===== config.mk =====
export PLATFORM = sky130hd
export DESIGN_NAME = controle_pilha
export DESIGN_NICKNAME = d
export VERILOG_FILES = /design/src/rtl/controle_pilha.sv
export SDC_FILE = /design/constraint.sdc
export NUM_CORES = 1
export LEC_CHECK = 0
export ABC_AREA = 1
export BUFFER_PORTS_ARGS = -buffer_cell sky130_fd_sc_hd__buf_2
export CAP_MARGIN = 20
export CORE_UTILIZATION = 50
export CTS_BUF_LIST = sky130_fd_sc_hd__clkbuf_8
export DETAILED_ROUTE_END_ITERATION = 16
export PLACE_DENSITY = 0.88
export SETUP_SLACK_MARGIN = 0.5
export SLEW_MARGIN = 20
export SYNTH_ARGS = -nofsm -noshare
export SYNTH_HDL_FRONTEND = slang
export SYNTH_SLANG_ARGS = --single-unit

===== constraint.sdc =====
create_clock -name clock -period 8.4 [get_ports clock]
set_input_delay 0.84 -clock clock [delete_from_list [all_inputs] [get_ports clock]]
set_output_delay 0.84 -clock clock [all_outputs]
set_load 0.02 [all_outputs]

===== src/rtl/controle_pilha.sv =====
// Stack control unit: serves PUSH/POP requests from the main control unit,
// performs the data-memory access and hands the updated $rp back to the register bank.
module controle_pilha #(
    parameter int unsigned DATA_W      = 32,
    parameter int unsigned ADDR_W      = 8,
    parameter int unsigned RP_BASE     = 25,
    parameter int unsigned STACK_DEPTH = 16
) (
    input  logic              clock,
    input  logic              reset,
    input  logic              push,
    input  logic              pop,
    input  logic [DATA_W-1:0] dado_push,
    input  logic [DATA_W-1:0] rp_atual,
    input  logic              limpa_erro,
    input  logic [DATA_W-1:0] mem_rdata,
    output logic [ADDR_W-1:0] mem_addr,
    output logic [DATA_W-1:0] mem_wdata,
    output logic              mem_we,
    output logic              mem_re,
    output logic              PilhaE,
    output logic [DATA_W-1:0] rp,
    output logic [DATA_W-1:0] dado_pop,
    output logic              pop_valido,
    output logic              ocupado,
    output logic              overflow,
    output logic              underflow
);

    localparam logic [DATA_W-1:0] RP_VAZIO = DATA_W'(RP_BASE);
    localparam logic [DATA_W-1:0] RP_CHEIO = DATA_W'(RP_BASE + STACK_DEPTH);
    localparam logic [DATA_W-1:0] UM       = DATA_W'(1);

    typedef enum logic [2:0] {
        OCIOSO,
        PUSH_ESC,
        POP_LE,
        POP_ESPERA,
        ATUALIZA
    } estado_t;

    estado_t           estado;
    logic [DATA_W-1:0] rp_lat;

    // Outputs are loaded on entry to the state that owns them, so each pulse
    // lines up with its state and is stable by the falling edge.
    always_ff @(posedge clock or posedge reset) begin
        if (reset) begin
            estado     <= OCIOSO;
            rp_lat     <= '0;
            mem_addr   <= '0;
            mem_wdata  <= '0;
            mem_we     <= 1'b0;
            mem_re     <= 1'b0;
            PilhaE     <= 1'b0;
            rp         <= '0;
            dado_pop   <= '0;
            pop_valido <= 1'b0;
            ocupado    <= 1'b0;
            overflow   <= 1'b0;
            underflow  <= 1'b0;
        end else begin
            mem_we     <= 1'b0;
            mem_re     <= 1'b0;
            PilhaE     <= 1'b0;
            pop_valido <= 1'b0;

            // Clear first so a same-cycle error set below takes priority.
            if (limpa_erro) begin
                overflow  <= 1'b0;
                underflow <= 1'b0;
            end

            case (estado)
                OCIOSO: begin
                    if (push && !pop) begin
                        if (rp_atual == RP_CHEIO) begin
                            overflow <= 1'b1;
                        end else begin
                            rp_lat    <= rp_atual;
                            mem_we    <= 1'b1;
                            mem_addr  <= ADDR_W'(rp_atual);
                            mem_wdata <= dado_push;
                            ocupado   <= 1'b1;
                            estado    <= PUSH_ESC;
                        end
                    end else if (pop && !push) begin
                        if (rp_atual == RP_VAZIO) begin
                            underflow <= 1'b1;
                        end else begin
                            rp_lat   <= rp_atual;
                            mem_re   <= 1'b1;
                            mem_addr <= ADDR_W'(rp_atual - UM);
                            ocupado  <= 1'b1;
                            estado   <= POP_LE;
                        end
                    end
                end
                PUSH_ESC: begin
                    PilhaE <= 1'b1;
                    rp     <= rp_lat + UM;
                    estado <= ATUALIZA;
                end
                POP_LE: begin
                    estado <= POP_ESPERA;
                end
                POP_ESPERA: begin
                    // Read data is valid this cycle; it becomes visible with pop_valido.
                    dado_pop   <= mem_rdata;
                    pop_valido <= 1'b1;
                    PilhaE     <= 1'b1;
                    rp         <= rp_lat - UM;
                    estado     <= ATUALIZA;
                end
                ATUALIZA: begin
                    ocupado <= 1'b0;
                    estado  <= OCIOSO;
                end
                default: begin
                    ocupado <= 1'b0;
                    estado  <= OCIOSO;
                end
            endcase
        end
    end

endmodule


==> flow_summary.json <==
{
  "dr.pass1.iters": 5,
  "critical_path_required_ns": 8.76,
  "postSynthCellCount": 1133,
  "worstMarginPinSlew_ns": 0.947,
  "p_int_w": 0.00185,
  "overflow": 0,
  "outcome": "complete, no violations",
  "start_util_pct": 51.1,
  "fmax_mhz": 260,
  "rsz0062_at_grt": "false",
  "synth_nets": 1269,
  "layout-drive-gt1-share_pct": 18.9,
  "pin_count": 212,
  "synth_common_cells": "nand2_1 (517), inv_1 (156), dfrtp_1 (146), nor2_1 (65), nand3_1 (55)",
  "final_cells": 1568,
  "ys_ff_latch": 146,
  "cts_tree": "yes",
  "ir_worst_vdd_v": 0.000212,
  "synth_edf_count": 0,
  "setup_viol": 0,
  "die_area_mm2": 0.0167,
  "num_antenna_cells": 0,
  "avgViaCountPerCell": 4.90,
  "postLayoutCellArea_mm2": 0.00967,
  "cts_buffer_depth": 2,
  "tns_ns": 0,
  "power.switching_w": 0.00172,
  "maxSlewViolCount": 0,
  "grt_max_degree": 82,
  "synth_top_area_share_pct": 45.0,
  "synth_area_mm2": 0.00811,
  "cp-end-kind": "register",
  "drc": 0,
  "cp.arrival_ns": 4.21,
  "relSlewSlack_pct": 36.8,
  "syn_area_per_cell_um2": 7.16,
  "rows": 46,
  "finalClockSkew_ns": 0.0176,
  "via_count": 7678,
  "min_period_over_period_pct": 45.9,
  "final_nets": 1475,
  "final_util_pct": 60.8,
  "synth_top_area_cell": "dfrtp_1",
  "p_leak_nw": 5.80,
  "postCtsSetupRepairBufs": 0,
  "ctsHtreeMaxLevel": 4,
  "grt_pass1_wl_mm": 34.1,
  "fin_crit_ns": 3.85,
  "async_flop_share_pct": 100,
  "grt_usage_pct": 26.4,
  "cp_max_fo": 64,
  "ctsResizeCount": 0,
  "ant_nets": 0,
  "core_mm2": 0.0159,
  "hold_viol": 0,
  "routedWlPerCell_um": 13.3,
  "place_hpwl_mm": 15.8,
  "clk_pin_slew_worst_paths_ns": 0.10,
  "seqPwrFrac_pct": 34.2,
  "worstSetupPathType": "reg2reg",
  "cts-root-buf": "clkbuf_8",
  "p_clk_share_pct": 14.9,
  "clk_latency_ns": 0.47,
  "p_sw_share_pct": 48.1,
  "power_density_mw_per_mm2": 369,
  "hp-class": "in2async",
  "dp_cells": 1536,
  "combinationalPowerShare_pct": 50.9,
  "cap_viol_max_count": 0,
  "place_area_mm2": 0.00929,
  "postRouteWirelength_mm": 20.8,
  "grt_pass1_vias": 7247,
  "die_w_um": 129,
  "drt_iter0_markers": 451,
  "die_h_um": 129,
  "cts.sinks": 146,
  "io_buffers": 211,
  "area_growth_pct": 19.2,
  "numCtsBuffers": 17,
  "ys_types": 31,
  "cts_hold_buf": 0,
  "synthTopCellsByArea": "dfrtp_1 (45%), nand2_1 (24%), inv_1 (7.2%)",
  "ys.flop_type": "dfrtp_1",
  "antenna_found_initial": 0,
  "start_kind": "register",
  "ys_seq_area_share_pct": 45.0,
  "yosysWarnings": 0,
  "routabilityCongestion": 0.977,
  "synth.most_common_cell": "nand2_1",
  "fin_hold_ws_ns": 0.422
}
==> logic make-up after synthesis <==
group,after synthesis,synth area share [%]
adders and majority gates,35,5.49
and+or+nand+nor,656,31.9
buffers and inverters,186,9.50
AOI/OAI and AO/OA,88,5.63
xor gates and xnor gates,22,2.38
DFF,146,45.0
==> final cells by class <==
type	count	area (um^2)
Clock inverter	15	136
Sequential cell	146	3650
Tap cell	216	270
Timing Repair Buffer	215	1090
Fill cell	1445	6220
Inverter	158	599
Multi-Input combinational cell	801	3690
Clock buffer	17	234
==> path summary, 6_finish.rpt <==
kind	from	slack, ns	cells past startpoint	to
setup reg to reg	estado[0]	4.55	18	rp[30]
min in group clock	estado[2]	0.48	1	estado[2]
hold reg to reg	estado[2]	0.48	1	estado[2]
setup / recovery	estado[0]	4.55	18	rp[30]
hold / removal	reset	0.42	2	mem_wdata[21]
max in group asynchronous	reset	6.59	3	rp[0]
==> metrics by stage <==
stage	power, W	worst slack [ns]
finish	0.00357	4.55
global route	0.00386	4.21
CTS	0.00358	4.84
detailed placement	0.00304	4.87
global placement	0.00299	4.95
floorplan	0.00247	3.64
==> power groups by stage <==
stage	sequential [W]	combinational (W)	clock, W
final	0.00122	0.00182	0.000532
after floorplan	0.00149	0.000981	0
after detailed placement	0.00122	0.00182	0
after global routing	0.00126	0.00203	0.000571
after global placement	0.00122	0.00177	0
after CTS	0.00122	0.00182	0.000545
==> critical path, cell delays in order (launching register included) <==
cell and delay (ns):
dfrtp_1 0.38, inv_1 0.07, nor2_1 0.04, buf_4 0.21
nand2_1 0.08, buf_4 0.34, clkinv_2 0.81, ha_1 0.77
nand2_1 0.11, nor2_1 0.16, nand2_1 0.07, nand3_1 0.11
nand2_1 0.09, nand2_1 0.18, nand2_1 0.09, nand2_1 0.07
nand2_1 0.05, nand3_1 0.07, nand2_1 0.05
==> registers in the layout (all words and copies together), names as in the netlist <==
| register | flops |
|---|---|
| mem_wdata | 32 |
| rp_lat | 32 |
| estado | 3 |
| ocupado | 1 |
| underflow | 1 |
| mem_we | 1 |
| dado_pop | 32 |
| overflow | 1 |
| mem_addr | 8 |
| rp | 32 |
| PilhaE | 1 |
| mem_re | 1 |
| pop_valido | 1 |
==> routing by layer <==
metal / part of all wire, % / track usage (%)
met4: 3.3 / 11.8
met2: 47 / 43.6
met3: 7.0 / 6.77
met5: 0 / 0
met1: 43 / 32.6
==> cells in the final DEF (no fill, tap or decap), types with 8 or more instances in the layout <==
cell and count:
a21oi_1 21, buf_2 211, clkbuf_8 17, dfrtp_1 146
ha_1 34, inv_1 154, nand2_1 517, nand3_1 55
nor2_1 65, o21ai_0 50, o21ai_1 11, xnor2_1 14
xor2_1 8
(Power assumes the default switching activity.)
